[src/rtl/game_over_banner_ctrl_if.sv]
// rtl/game_over_banner_ctrl_if.sv - match-end controller signal bundle (game events in, banner/score out)
interface game_over_banner_ctrl_if #(
  parameter int posBits    = 9,
  parameter int SCORE_BITS = 3
);
  logic                  frame_tick;
  logic                  goal_p1;
  logic                  goal_p2;
  logic                  restart;
  logic [SCORE_BITS-1:0] score1;
  logic [SCORE_BITS-1:0] score2;
  logic                  player;
  logic [posBits-1:0]    banner_x;
  logic [posBits-1:0]    banner_y;
  logic                  banner_visible;
  logic                  game_active;

  // Game side: produces frame/goal/restart events, consumes banner and score state.
  modport master (
    output frame_tick, goal_p1, goal_p2, restart,
    input  score1, score2, player, banner_x, banner_y, banner_visible, game_active
  );

  // Controller side.
  modport slave (
    input  frame_tick, goal_p1, goal_p2, restart,
    output score1, score2, player, banner_x, banner_y, banner_visible, game_active
  );
endinterface

[src/rtl/game_over_banner_ctrl.sv]
// rtl/game_over_banner_ctrl.sv - score keeping, winner latch and slide-in banner control; optional blink via BANNER_BLINK_EN
module game_over_banner_ctrl #(
  parameter int posBits      = 9,
  parameter int SCORE_BITS   = 3,
  parameter int WIN_SCORE    = 5,
  parameter int START_Y      = 0,
  parameter int TARGET_Y     = 100,
  parameter int BANNER_X     = 120,
  parameter int STEP         = 2,
  parameter int HOLD_FRAMES  = 120,
  parameter int BLINK_FRAMES = 30
) (
  input logic clk,
  input logic rst,
  game_over_banner_ctrl_if.slave bus
);

  localparam int HOLD_W = $clog2(HOLD_FRAMES + 1);
  localparam logic [SCORE_BITS-1:0] WIN      = SCORE_BITS'(WIN_SCORE);
  localparam logic [posBits-1:0]    Y_START  = posBits'(START_Y);
  localparam logic [posBits-1:0]    Y_TARGET = posBits'(TARGET_Y);
  localparam logic [posBits:0]      Y_TGT_X  = (posBits + 1)'(TARGET_Y);
  localparam logic [posBits:0]      Y_STEP_X = (posBits + 1)'(STEP);
  localparam logic [HOLD_W-1:0]     HOLD_MAX = HOLD_W'(HOLD_FRAMES);
`ifdef BANNER_BLINK_EN
  localparam int BLINK_W = $clog2(BLINK_FRAMES + 1);
  localparam logic [BLINK_W-1:0] BLINK_LAST = BLINK_W'(BLINK_FRAMES - 1);
`endif

  typedef enum logic [1:0] {PLAY, SLIDE, SHOW, WAIT_RELEASE} state_t;

  state_t                state, state_n;
  logic [SCORE_BITS-1:0] score1, score1_n, score2, score2_n;
  logic                  player, player_n;
  logic [posBits-1:0]    banner_y, banner_y_n;
  logic                  visible, visible_n;
  logic                  active, active_n;
  logic [HOLD_W-1:0]     hold, hold_n;
  logic [posBits:0]      y_sum;
`ifdef BANNER_BLINK_EN
  logic [BLINK_W-1:0]    blink, blink_n;
  logic                  blink_adv;
`endif

  // State and every output are registered; reset restores the start-of-match picture.
  always_ff @(posedge clk or posedge rst) begin
    if (rst) begin
      state    <= PLAY;
      score1   <= '0;
      score2   <= '0;
      player   <= 1'b0;
      banner_y <= Y_START;
      visible  <= 1'b0;
      active   <= 1'b1;
      hold     <= '0;
`ifdef BANNER_BLINK_EN
      blink    <= '0;
`endif
    end else begin
      state    <= state_n;
      score1   <= score1_n;
      score2   <= score2_n;
      player   <= player_n;
      banner_y <= banner_y_n;
      visible  <= visible_n;
      active   <= active_n;
      hold     <= hold_n;
`ifdef BANNER_BLINK_EN
      blink    <= blink_n;
`endif
    end
  end

  // Next-state logic: scoring in PLAY, slide on frame ticks, hold then two-step restart.
  always_comb begin
    state_n    = state;
    score1_n   = score1;
    score2_n   = score2;
    player_n   = player;
    banner_y_n = banner_y;
    visible_n  = visible;
    active_n   = active;
    hold_n     = hold;
    y_sum      = {1'b0, banner_y} + Y_STEP_X;  // one extra bit so the add cannot wrap
`ifdef BANNER_BLINK_EN
    blink_n    = blink;
    blink_adv  = 1'b0;
`endif
    case (state)
      PLAY: begin
        if (bus.goal_p1 && score1 != WIN) score1_n = score1 + 1'b1;
        if (bus.goal_p2 && score2 != WIN) score2_n = score2 + 1'b1;
        if ((bus.goal_p1 && score1_n == WIN) || (bus.goal_p2 && score2_n == WIN)) begin
          // P1 takes precedence when both reach the winning score together.
          player_n   = bus.goal_p1 && (score1_n == WIN);
          banner_y_n = Y_START;
          visible_n  = 1'b1;
          active_n   = 1'b0;
          state_n    = SLIDE;
        end
      end
      SLIDE: begin
        if (bus.frame_tick) begin
          if (y_sum >= Y_TGT_X) begin
            banner_y_n = Y_TARGET;
            hold_n     = '0;
            visible_n  = 1'b1;
`ifdef BANNER_BLINK_EN
            blink_n    = '0;
`endif
            state_n    = SHOW;
          end else begin
            banner_y_n = y_sum[posBits-1:0];
          end
        end
      end
      SHOW: begin
        // A restart transition swallows any coincident frame tick.
        if (hold == HOLD_MAX && bus.restart) begin
          state_n = WAIT_RELEASE;
        end else if (bus.frame_tick) begin
          if (hold != HOLD_MAX) hold_n = hold + 1'b1;
`ifdef BANNER_BLINK_EN
          blink_adv = 1'b1;
`endif
        end
      end
      default: begin  // WAIT_RELEASE: the button must be let go before a new match starts
        if (!bus.restart) begin
          score1_n   = '0;
          score2_n   = '0;
          visible_n  = 1'b0;
          banner_y_n = Y_START;
          active_n   = 1'b1;
          state_n    = PLAY;
        end else if (bus.frame_tick) begin
`ifdef BANNER_BLINK_EN
          blink_adv = 1'b1;
`endif
        end
      end
    endcase
`ifdef BANNER_BLINK_EN
    if (blink_adv) begin
      if (blink == BLINK_LAST) begin
        blink_n   = '0;
        visible_n = ~visible;
      end else begin
        blink_n = blink + 1'b1;
      end
    end
`endif
  end

  assign bus.score1         = score1;
  assign bus.score2         = score2;
  assign bus.player         = player;
  assign bus.banner_x       = posBits'(BANNER_X);
  assign bus.banner_y       = banner_y;
  assign bus.banner_visible = visible;
  assign bus.game_active    = active;

endmodule
[src/flat_wrapper.sv]
// flat-port wrapper written by rule: the top's interface ports become plain ports
module game_over_banner_ctrl_flat 
#(
  parameter int posBits      = 9,
  parameter int SCORE_BITS   = 3,
  parameter int WIN_SCORE    = 5,
  parameter int START_Y      = 0,
  parameter int TARGET_Y     = 100,
  parameter int BANNER_X     = 120,
  parameter int STEP         = 2,
  parameter int HOLD_FRAMES  = 120,
  parameter int BLINK_FRAMES = 30
)
  (clk, rst, bus_frame_tick, bus_goal_p1, bus_goal_p2, bus_restart, bus_score1, bus_score2, bus_player, bus_banner_x, bus_banner_y, bus_banner_visible, bus_game_active);
  game_over_banner_ctrl_if #(.posBits(posBits), .SCORE_BITS(SCORE_BITS)) bus_i ();
  input logic clk;
  input logic rst;
  input wire logic [$bits(bus_i.frame_tick)-1:0] bus_frame_tick;
  input wire logic [$bits(bus_i.goal_p1)-1:0] bus_goal_p1;
  input wire logic [$bits(bus_i.goal_p2)-1:0] bus_goal_p2;
  input wire logic [$bits(bus_i.restart)-1:0] bus_restart;
  output wire logic [$bits(bus_i.score1)-1:0] bus_score1;
  output wire logic [$bits(bus_i.score2)-1:0] bus_score2;
  output wire logic [$bits(bus_i.player)-1:0] bus_player;
  output wire logic [$bits(bus_i.banner_x)-1:0] bus_banner_x;
  output wire logic [$bits(bus_i.banner_y)-1:0] bus_banner_y;
  output wire logic [$bits(bus_i.banner_visible)-1:0] bus_banner_visible;
  output wire logic [$bits(bus_i.game_active)-1:0] bus_game_active;
  assign bus_i.frame_tick = bus_frame_tick;
  assign bus_i.goal_p1 = bus_goal_p1;
  assign bus_i.goal_p2 = bus_goal_p2;
  assign bus_i.restart = bus_restart;
  assign bus_score1 = bus_i.score1;
  assign bus_score2 = bus_i.score2;
  assign bus_player = bus_i.player;
  assign bus_banner_x = bus_i.banner_x;
  assign bus_banner_y = bus_i.banner_y;
  assign bus_banner_visible = bus_i.banner_visible;
  assign bus_game_active = bus_i.game_active;
  game_over_banner_ctrl #(.posBits(posBits), .SCORE_BITS(SCORE_BITS), .WIN_SCORE(WIN_SCORE), .START_Y(START_Y), .TARGET_Y(TARGET_Y), .BANNER_X(BANNER_X), .STEP(STEP), .HOLD_FRAMES(HOLD_FRAMES), .BLINK_FRAMES(BLINK_FRAMES)) u_core (.clk(clk), .rst(rst), .bus(bus_i));
endmodule
[config.mk]
export PLATFORM = sky130hd
export DESIGN_NAME = game_over_banner_ctrl_flat
export DESIGN_NICKNAME = d
export VERILOG_FILES = /design/src/rtl/game_over_banner_ctrl_if.sv /design/src/rtl/game_over_banner_ctrl.sv /design/src/flat_wrapper.sv
export SDC_FILE = /design/constraint.sdc
export NUM_CORES = 1
export LEC_CHECK = 0
export BUFFER_PORTS_ARGS = -buffer_cell sky130_fd_sc_hd__buf_2
export CORE_ASPECT_RATIO = 1.25
export CORE_MARGIN = 4
export CORE_UTILIZATION = 55
export DETAILED_ROUTE_END_ITERATION = 12
export PLACE_DENSITY = 0.78
export SLEW_MARGIN = 30
export SYNTH_ARGS = -nofsm -noshare
export SYNTH_HDL_FRONTEND = slang
export SYNTH_SLANG_ARGS = --single-unit
[constraint.sdc]
create_clock -name clk -period 2.9 [get_ports clk]
set_clock_uncertainty 0.05 [all_clocks]
set_input_delay 0.58 -clock clk [delete_from_list [all_inputs] [get_ports clk]]
set_output_delay 0.58 -clock clk [all_outputs]
set_load 0.01 [all_outputs]
==> metrics.md, run 1 <==
| Metric | Value |
|---|---|
| CTS tree | yes |
| Nets@finish | 241 |
| Syn. warnings | 0 |
| First-pass detailed-route iteration total | 4 |
| Hold Path Class | in2async |
| # diodes | 0 |
| Setup CP Type | reg2reg |
| Area of the core | 3190 µm² |
| P&R area growth vs syn | 7.34% |
| Worst Path Arrival | 2520 ps |
| Die Ht | 72.4 µm |
| Cts repair resizes | 0 |
| I/O pin count | 33 |
| Routed len/inst | 14.2 µm |
| Initial Util | 0.571 |
| Synthesized netlist cell count | 206 |
| Vias in the first global route | 1466 |
| Vias per cell | 5.93 |
| Die W | 59.5 µm |
| ANT nets after route | 0 |
| Utilization after layout | 0.613 |
| Worst-skew pair later-pin latency | 260 ps |
| Cell family with most CP delay | compound AO/OA/AOI/OAI gates |
| Filler cell count | 292 |
| Largest net degree at the start of global routing | 27 |
| Worst vdd ir | 0.000559 V |
| Port Buf Inserts | 22 |
| Hold Buf Count CTS | 0 |
| Worst EP required | 3000 ps |
| H-tree depth | 1 |
| Crit. Startpoint | u_core.bus.banner_y[1] |
| Post-synth EDFFs | 0 |
| Via count | 1549 |
| Fin. Hold Viols | 0 |
| Netlist cell types | 49 |
| Bufs and invs on worst path | 0 |
| DRC Markers | 0 |
| Number of core rows | 23 |
| Layout cells sized above 1 | 0.161 |
| R2r endpoint | u_core.state[0] |
| Die footprint | 4310 µm² |
| R2R cell count | 7 |
| Area taken by multi-input logic gates | 1040 µm² |
| Seq/Total Area, Yosys | 0.358 |
| Ys flop type | dfrtp_1 |
| Final min period | 2420 ps |
| Sequence of cells on the critical path | ha_1, and4_1, and2b_1, a311oi_2, o311ai_4, o2111ai_1, mux2_1 |
| Worst-path clk slew | 90 ps |
| DRT iter0 DRCs | 67 |
| Synth Cell Area | 1820 µm² |
| Crit path depth | 7 |
| Status | finished, final reports clean |
| Max Freq | 413 MHz |
| Fin Setup TNS | 0 ps |
| RSZ-0062 raised after global routing | false |
| CP max stage delay | 440 ps |
| First-pass GRT wire length | 6.41 mm |
| Slew @ Worst Pin | 506 ps |
| Post-CTS setup buffers | 0 |
| Relative slew slack | 0.662 |
| Total gr overflow | 0 |
| Count of final setup violators | 0 |
| Period utilization | 0.835 |
| Critical path endpoint category | flop |
| Root buf cell | clkbuf_8 |
| Post-Route WL | 3.71 mm |
| Count of pins over their slew limit | 0 |
| P_leak | 0.906 nW |
| Startpoint Class | flop |
| Reg2reg setup slack | 480 ps |
| HPWL Detailed | 2.74 mm |
| Power Density | 890 nW/µm² |
| R2r startpoint | u_core.bus.banner_y[1] |
| Initial antenna violation count | 0 |
| FF+latch area | 652 µm² |
| Worst path slowest cell | dfrtp_1 |
| CTS Buffer Depth | 2 |
| Worst Setup EP | u_core.state[0] |
| Largest fanout on the critical path | 8 |
| Overall Global Routing Usage | 0.184 |
| Num CTS Buffers | 3 |
| Gpl congestion | 0.934 |
| Syn Area/Cell | 8.85 µm² |
| Max-cap violations | 0 |
| Post-synth ARST share | 1.00 |
| Num Clock Sinks | 26 |
| Synth Register Bits | 26 |
-- report_power, final --
part / internal [mW] / leakage (nW) / total [mW] / switching (mW)
logic: 0.390 / 0.544 / 0.939 / 0.549
clock network: 0.0982 / 0.0228 / 0.209 / 0.111
registers: 0.476 / 0.340 / 0.592 / 0.117
-- worst min-delay path: stages --
cell and delay, ps:
buf_2 90, inv_1 40, buf_4 310
-- placed cells by master, fill, tap and decap left out, types with 2 or more instances in the layout --
cell type  instances
dfrtp_1           25
buf_2             22
nand2_1           16
inv_1             14
a21oi_1           14
nor2_1            12
ha_1              10
conb_1            10
o22ai_1            9
nand3_1            9
o21ai_0            8
a31oi_1            7
nor3_1             6
a22o_1             5
a21o_1             3
and4b_1            3
nand2b_1           3
nand3b_1           3
o211ai_1           3
nand4b_1           3
clkbuf_8           3
nor3b_1            2
and4_1             2
nand4_1            2
mux2_1             2
o2bb2ai_1          2
nor2b_1            2
buf_4              2
-- routing by layer --
metal | track usage | part of all wire | vias to the layer above
met5 | 0 | 0 | -
met4 | 0.0542 | 0.0046 | 0
met3 | 0.0249 | 0.038 | 2
met2 | 0.312 | 0.50 | 28
met1 | 0.242 | 0.46 | 741
li1 | - | - | 778
-- cells by family after synthesis --
kind of cell / after synthesis / share of synthesized area
other: 2 / 0.00412
xor gates and xnor gates: 1 / 0.00481
AOI/OAI and AO/OA: 62 / 0.241
adders and majority gates: 10 / 0.0686
DFF: 26 / 0.358
muxes: 4 / 0.0240
and+or+nand+nor: 69 / 0.209
buffers and inverters: 32 / 0.0906
-- metrics by stage --
| step | power [mW] | hold WS [ps] | setup slack [ps] | area (µm²) | instances |
|---|---|---|---|---|---|
| floorplan | 1.31 | 413 | 641 | 1850 | 214 |
| detailed placement | 1.55 | 435 | 495 | 1910 | 257 |
| finish | 1.74 | 298 | 477 | 1960 | 261 |
| CTS | 1.76 | 308 | 466 | 1960 | 261 |
| global route | 1.91 | 344 | 319 | 1960 | 261 |
| global placement | 1.52 | 442 | 552 | 1910 | 257 |
-- worst min-delay path by stage --
| stage | start | endpoint | slack, ps | cells after the start |
|---|---|---|---|---|
| 2_1_floorplan | u_core.hold[6] | u_core.hold[6] | 410 | 1 |
| 3_3_place_gp | u_core.bus.player | u_core.bus.player | 440 | 1 |
| 3_5_place_dp | u_core.bus.player | u_core.bus.player | 440 | 1 |
| 4_1_cts | rst | u_core.bus.score1[1] | 310 | 3 |
| 5_1_grt | rst | u_core.bus.banner_y[8] | 340 | 3 |
| 6_report | rst | u_core.bus.score1[1] | 300 | 3 |
-- area by class of cell --
| cell class | instances | share of cell area |
|---|---|---|
| multi-input combinational | 156 | 0.529 |
| sequential | 26 | 0.333 |
| timing repair buffer | 24 | 0.0639 |
| inverter | 14 | 0.0269 |
| tap | 37 | 0.0237 |
| clock buffer | 4 | 0.0230 |
-- synth_stat cells, types with 2 or more instances --
cell       count  area share
a21o_1         3       0.012
o22ai_1        9       0.031
nand4_1        2      0.0069
nand4b_1       3       0.014
and4b_1        3       0.016
and4_1         2      0.0096
nand3_1        9       0.025
mux2_1         2       0.012
o21ai_0        8       0.022
nand2_1       16       0.033
nand3b_1       3       0.012
a31oi_1        7       0.024
nor3_1         6       0.016
o2bb2ai_1      2      0.0096
a22o_1         5       0.024
nor3b_1        2      0.0082
buf_4         11       0.045
conb_1         2      0.0041
o211ai_1       3       0.012
nor2_1        12       0.025
a21oi_1       14       0.038
buf_2          3      0.0082
inv_1         14       0.029
nand2b_1       3       0.010
ha_1          10       0.069
nor2b_1        2      0.0069
clkbuf_1       4      0.0082
dfrtp_1       25        0.34
-- state kept, by name, indices dropped and copies added, names as in the netlist --
register,flops
u_core.bus.game_active,1
u_core.bus.score1,3
u_core.state,2
u_core.bus.player,1
u_core.bus.score2,3
u_core.bus.banner_visible,1
u_core.hold,7
u_core.bus.banner_y,8
(Power assumes the default switching activity.)
==> run 2, diff against run 1 <==
CORE_UTILIZATION = 50   (was 55)
PLACE_DENSITY = 0.75   (was 0.78)
clock period = 2.1 ns   (was 2.9 ns; I/O delays follow)
==> run 2 against run 1 <==
  * The run now ends with negative setup slack left
  * Worst setup slack got worse by 570 ps
  * Combinational power rose by 110%
  * Via count rose by 16%
  * Sequential power rose by 37%
  * Register-to-register slack got worse by 570 ps
  * Routed wire length rose by 39%
  * Flip-flop and latch count did not move
  * Count of clock-buffer cells in the layout fell by 1
==> metrics.md, run 2 (synthesized netlist as in run 1, its figures left out) <==
| Metric | Value |
|---|---|
| Final min period | 2190 ps |
| Worst Path Arrival | 2320 ps |
| Crit. Startpoint | u_core.bus.banner_y[2] |
| PnR worst setup slack | -93.7 ps |
| Total gr overflow | 0 |
| Die Ht | 75.5 µm |
| Logic gate share of total power | 0.610 |
| Regs by FF count | u_core.bus.banner_y x8, u_core.hold x7 |
| Via count | 1800 |
| RSZ-0062 raised after global routing | true |
| Most frequent cells in the layout | 31 x buf_4, 22 x buf_2, 22 x dfrtp_1 |
| HPWL Detailed | 3.08 mm |
| CTS tree | yes |
| Vias in the first global route | 1648 |
| Cell family with most CP delay | compound AO/OA/AOI/OAI gates |
| CTS Buffer Depth | 2 |
| Critical path endpoint category | flop |
| Bufs and invs on worst path | 0 |
| Area of the core | 3510 µm² |
| Post-Route WL | 5.17 mm |
| Setup CP Type | reg2reg |
| R2r endpoint | u_core.state[1] |
| Status | complete, but fails checks |
| Layout cells sized above 1 | 0.363 |
| Startpoint Class | flop |
| Die footprint | 4680 µm² |
| First-pass detailed-route iteration total | 4 |
| I/O pin count | 33 |
| Fin. Hold Viols | 0 |
| Worst EP required | 2230 ps |
| Count of pins over their slew limit | 0 |
| Die W | 62.0 µm |
| Sequence of cells on the critical path | ha_4, a21o_1, a31oi_4, a311oi_4, o311ai_4, o2111ai_2, mux2_4 |
| ANT nets after route | 0 |
| Largest net degree at the start of global routing | 27 |
| Worst path slowest cell | dfrtp_2 |
| P_leak | 1.10 nW |
| Largest fanout on the critical path | 5 |
| Flop pwr share | 0.254 |
| Largest register FFs | 8 |
| Vias per cell | 6.10 |
| Port Buf Inserts | 22 |
| FF+latch area | 656 µm² |
| R2r startpoint | u_core.bus.banner_y[2] |
| Routed len/inst | 17.5 µm |
| H-tree depth | 1 |
| Period utilization | 1.04 |
| Tot Pwr | 3.19 mW |
| Initial antenna violation count | 0 |
| Violated checks | negative setup slack |
| CP max stage delay | 450 ps |
| Worst vdd ir | 0.00112 V |
| Area taken by multi-input logic gates | 1190 µm² |
| Switching power | 1.35 mW |
| Gpl congestion | 0.881 |
| Number of core rows | 24 |
| DRC Markers | 0 |
| Commonest non-fill, non-tap cell in the layout | buf_4 |
| Overall Global Routing Usage | 0.212 |
| First-pass GRT wire length | 7.51 mm |
| Num CTS Buffers | 3 |
| Utilization after layout | 0.681 |
| P&R area growth vs syn | 31.2% |
| Worst-skew pair later-pin latency | 280 ps |
| Filler cell count | 279 |
| Clock share of power | 0.136 |
| # diodes | 0 |
| Initial Util | 0.519 |
| Hold Path Class | in2async |
| DRT iter0 DRCs | 126 |
| Nets@finish | 273 |
| Num Clock Sinks | 26 |
| Root buf cell | clkbuf_8 |
| Most flops, register | u_core.bus.banner_y |
| Max Freq | 456 MHz |
| Worst-path clk slew | 100 ps |
| Switching share of power | 0.421 |
| Pint | 1.85 mW |
| Reg2reg setup slack | -90 ps |
| R2R cell count | 7 |
| Count of final setup violators | 11 |
| Max-cap violations | 0 |
| Power Density | 1330 nW/µm² |
## run 2: repair_timing
action	CTS	global route
hold buffers	0	0
buffers inserted	6	6
gates cloned	0	0
gates resized for setup	13	19
setup endpoints to repair	15	18
pin swaps	8	7
## run 2: worst register-to-register path, cell delays in order, from the launching register on
cell	delay, ps
dfrtp_2	450
ha_4	180
a21o_1	200
a31oi_4	170
a311oi_4	80
o311ai_4	390
o2111ai_2	230
mux2_4	340
## run 2: how the worst max path moves through the flow
stage,end,cells after the start
floorplan,u_core.state[0],7
global placement,u_core.hold[1],7
detailed placement,u_core.hold[0],7
CTS,u_core.state[1],7
global route,u_core.bus.banner_y[3],9
finish,u_core.state[1],7
## run 2: layout make-up
| class | instances | share of cell area |
|---|---|---|
| Timing Repair Buffer | 56 | 0.157 |
| Inverter | 14 | 0.0220 |
| Multi-Input combinational cell | 156 | 0.496 |
| Tap cell | 39 | 0.0204 |
| Sequential cell | 26 | 0.274 |
| Clock buffer | 3 | 0.0173 |
| Clock inverter | 1 | 0.0126 |
## run 2: power groups by stage
| stage | registers [mW] | logic, mW | clock network (mW) |
|---|---|---|---|
| after floorplan | 0.836 | 1.01 | 0 |
| after global placement | 0.800 | 1.53 | 0 |
| after detailed placement | 0.805 | 1.56 | 0 |
| after CTS | 0.799 | 1.71 | 0.434 |
| after global routing | 0.833 | 2.12 | 0.456 |
| final | 0.812 | 1.95 | 0.434 |
## run 2: routing by layer
metal  vias up  wire (µm)  GRT usage  part of all wire
li1        840          -          -                 -
met1       877       2030      0.268              0.39
met2        66       2770      0.374              0.53
met3        17        215     0.0203             0.042
met4         0        163     0.0660             0.032
met5         -          0          0                 0
## run 2: stage by stage
stage	cells	instance area, µm²	worst slack, ps	setup TNS [ps]	hold slack, ps
2_1_floorplan	214	1880	6.63	0	409
6_report	295	2390	-93.7	-421	130
3_5_place_dp	279	2090	-78.9	-505	435
4_1_cts	289	2270	-51.3	-99.3	144
5_1_grt	295	2390	-139	-1190	160
3_3_place_gp	279	2090	-50.1	-216	436
==> run 3, diff against run 2 <==
--- a/config.mk
+++ b/config.mk
@@ -9,3 +9,2 @@
 export CORE_ASPECT_RATIO = 1.25
-export CORE_MARGIN = 4
 export CORE_UTILIZATION = 50
--- a/constraint.sdc
+++ b/constraint.sdc
@@ -4,2 +4,2 @@
 set_output_delay 0.42 -clock clk [all_outputs]
-set_load 0.01 [all_outputs]
+set_load 0.02 [all_outputs]
==> run 3 against run 2 <==
  * The flow still finishes with violations (negative setup slack)
  * Design area decreased by 3.2%
  * Sequential power shrank 0.6%
  * Count of clock-buffer cells in the layout rose by 1
  * Worst setup slack improved by 11 ps
  * Critical path type unchanged
  * Critical endpoint is now u_core.state[0]
  * Largest power group unchanged
==> metrics.md, run 3 (synthesized netlist as in run 1, its figures left out) <==
| Metric | Value |
|---|---|
| Status | complete, but fails checks |
| Violated checks | negative setup slack |
| Post-Route WL | 4.40 mm |
| # diodes | 0 |
| Max-cap violations | 0 |
| DRC Markers | 0 |
| Critical path endpoint category | flop |
| Via count | 1718 |
| First-pass detailed-route iteration total | 4 |
| Final hold slack | 130 ps |
| R2r startpoint | u_core.bus.banner_y[2] |
| Max Freq | 458 MHz |
| Largest fanout on the critical path | 6 |
| Switching power | 1.31 mW |
| I/O pin count | 33 |
| Count of pins over their slew limit | 0 |
| Worst-path clk slew | 90 ps |
| Hold Path Class | in2async |
| Most flops, register | u_core.bus.banner_y |
| Most frequent cells in the layout | 30 x buf_4, 22 x buf_2, 21 x dfrtp_1 |
| HPWL Detailed | 3.13 mm |
| Num Clock Sinks | 26 |
| ANT nets after route | 0 |
| Largest net degree at the start of global routing | 27 |
| FF+latch area | 657 µm² |
| H-tree depth | 1 |
| CTS tree | yes |
| Count of final setup violators | 2 |
| Period utilization | 1.04 |
| Nets@finish | 271 |
| RSZ-0062 raised after global routing | true |
| Worst Path Arrival | 2290 ps |
| Fin area | 2310 µm² |
| Initial Util | 0.523 |
| Num CTS Buffers | 3 |
| P&R area growth vs syn | 27.0% |
| Layout cells sized above 1 | 0.335 |
| Pint | 1.68 mW |
| Flop pwr share | 0.270 |
| Area taken by multi-input logic gates | 1150 µm² |
| Pre-CTS WS | -78.5 ps |
| Crit. Startpoint | u_core.bus.banner_y[2] |
| DRT iter0 DRCs | 48 |
| CTS Buffer Depth | 2 |
| Die W | 56.0 µm |
| Total gr overflow | 0 |
| Commonest non-fill, non-tap cell in the layout | buf_4 |
| Gpl congestion | 0.923 |
| Clock share of power | 0.100 |
| Area of the core | 3480 µm² |
| Largest register FFs | 8 |
| Final min period | 2180 ps |
| Vias per cell | 5.86 |
| Hold Buf Count CTS | 0 |
| Utilization after layout | 0.665 |
| Root buf cell | clkbuf_8 |
| Startpoint Class | flop |
| Setup CP Type | reg2reg |
| Initial antenna violation count | 0 |
| Slew @ Worst Pin | 542 ps |
| Placed cell area | 2100 µm² |
| Fin. Hold Viols | 0 |
| Worst vdd ir | 0.000892 V |
| Relative slew slack | 0.639 |
| Port Buf Inserts | 22 |
| First-pass GRT wire length | 7.02 mm |
| PnR worst setup slack | -83.0 ps |
| Worst-skew pair later-pin latency | 270 ps |
| Worst EP required | 2210 ps |
| Filler cell count | 292 |
| Logic gate share of total power | 0.630 |
| Overall Global Routing Usage | 0.224 |
| Die Ht | 69.5 µm |
| Die footprint | 3890 µm² |
| Number of core rows | 24 |
| Regs by FF count | u_core.bus.banner_y x8, u_core.hold x7 |
| Vias in the first global route | 1656 |
| Routed len/inst | 15.0 µm |
| Switching share of power | 0.437 |
| Power Density | 1290 nW/µm² |
| P_leak | 1.07 nW |
==> run 3: per-stage QoR <==
stage                     cells  power (mW)  setup TNS (ps)
after floorplan             214        1.93           -65.7
after global placement      280        2.37            -368
after global routing        293        3.20            -461
after detailed placement    280        2.42            -624
final                       293        2.99            -166
after CTS                   286        2.78            -719
==> run 3: what timing repair did <==
item / CTS / global route
setup buffers: 2 / 7
setup endpoints to repair: 14 / 15
pin swaps: 2 / 14
resized for setup: 2 / 22
==> run 3: critical path, stage by stage (launching register included) <==
cell and delay, ps:
dfrtp_2 440, ha_4 170, a21o_1 180, a31oi_4 160, a311oi_4 80, o311ai_4 430
o2111ai_2 220, mux2_4 330
==> run 3: metal layers <==
metal,global-route usage,part of all wire
met1,0.274,0.43
met2,0.401,0.52
met3,0.0280,0.037
met4,0.0786,0.014
met5,0,0
==> run 3: path summary, 6_finish.rpt <==
kind	end	slack [ps]	cells after the start
max	u_core.state[0]	-80	7
min	u_core.bus.banner_y[7]	130	3
max reg2reg	u_core.state[0]	-80	7
min reg2reg	u_core.bus.banner_visible	480	2
max in group asynchronous	u_core.bus.game_active	1570	3
min in group clk	u_core.bus.banner_visible	370	3
==> run 3: final cells by class <==
cell class / instances / area share
Multi-Input combinational cell: 156 / 0.498
Inverter: 14 / 0.0227
Timing Repair Buffer: 54 / 0.155
Sequential cell: 26 / 0.284
Clock buffer: 4 / 0.0195
Tap cell: 39 / 0.0211
==> run 3: power by group through the flow <==
stage | Sequential (mW) | Clock (mW) | Combinational, mW
6_report | 0.807 | 0.298 | 1.88
5_1_grt | 0.827 | 0.325 | 2.05
4_1_cts | 0.798 | 0.305 | 1.68
3_5_place_dp | 0.809 | 0 | 1.61
3_3_place_gp | 0.806 | 0 | 1.57
2_1_floorplan | 0.895 | 0 | 1.03
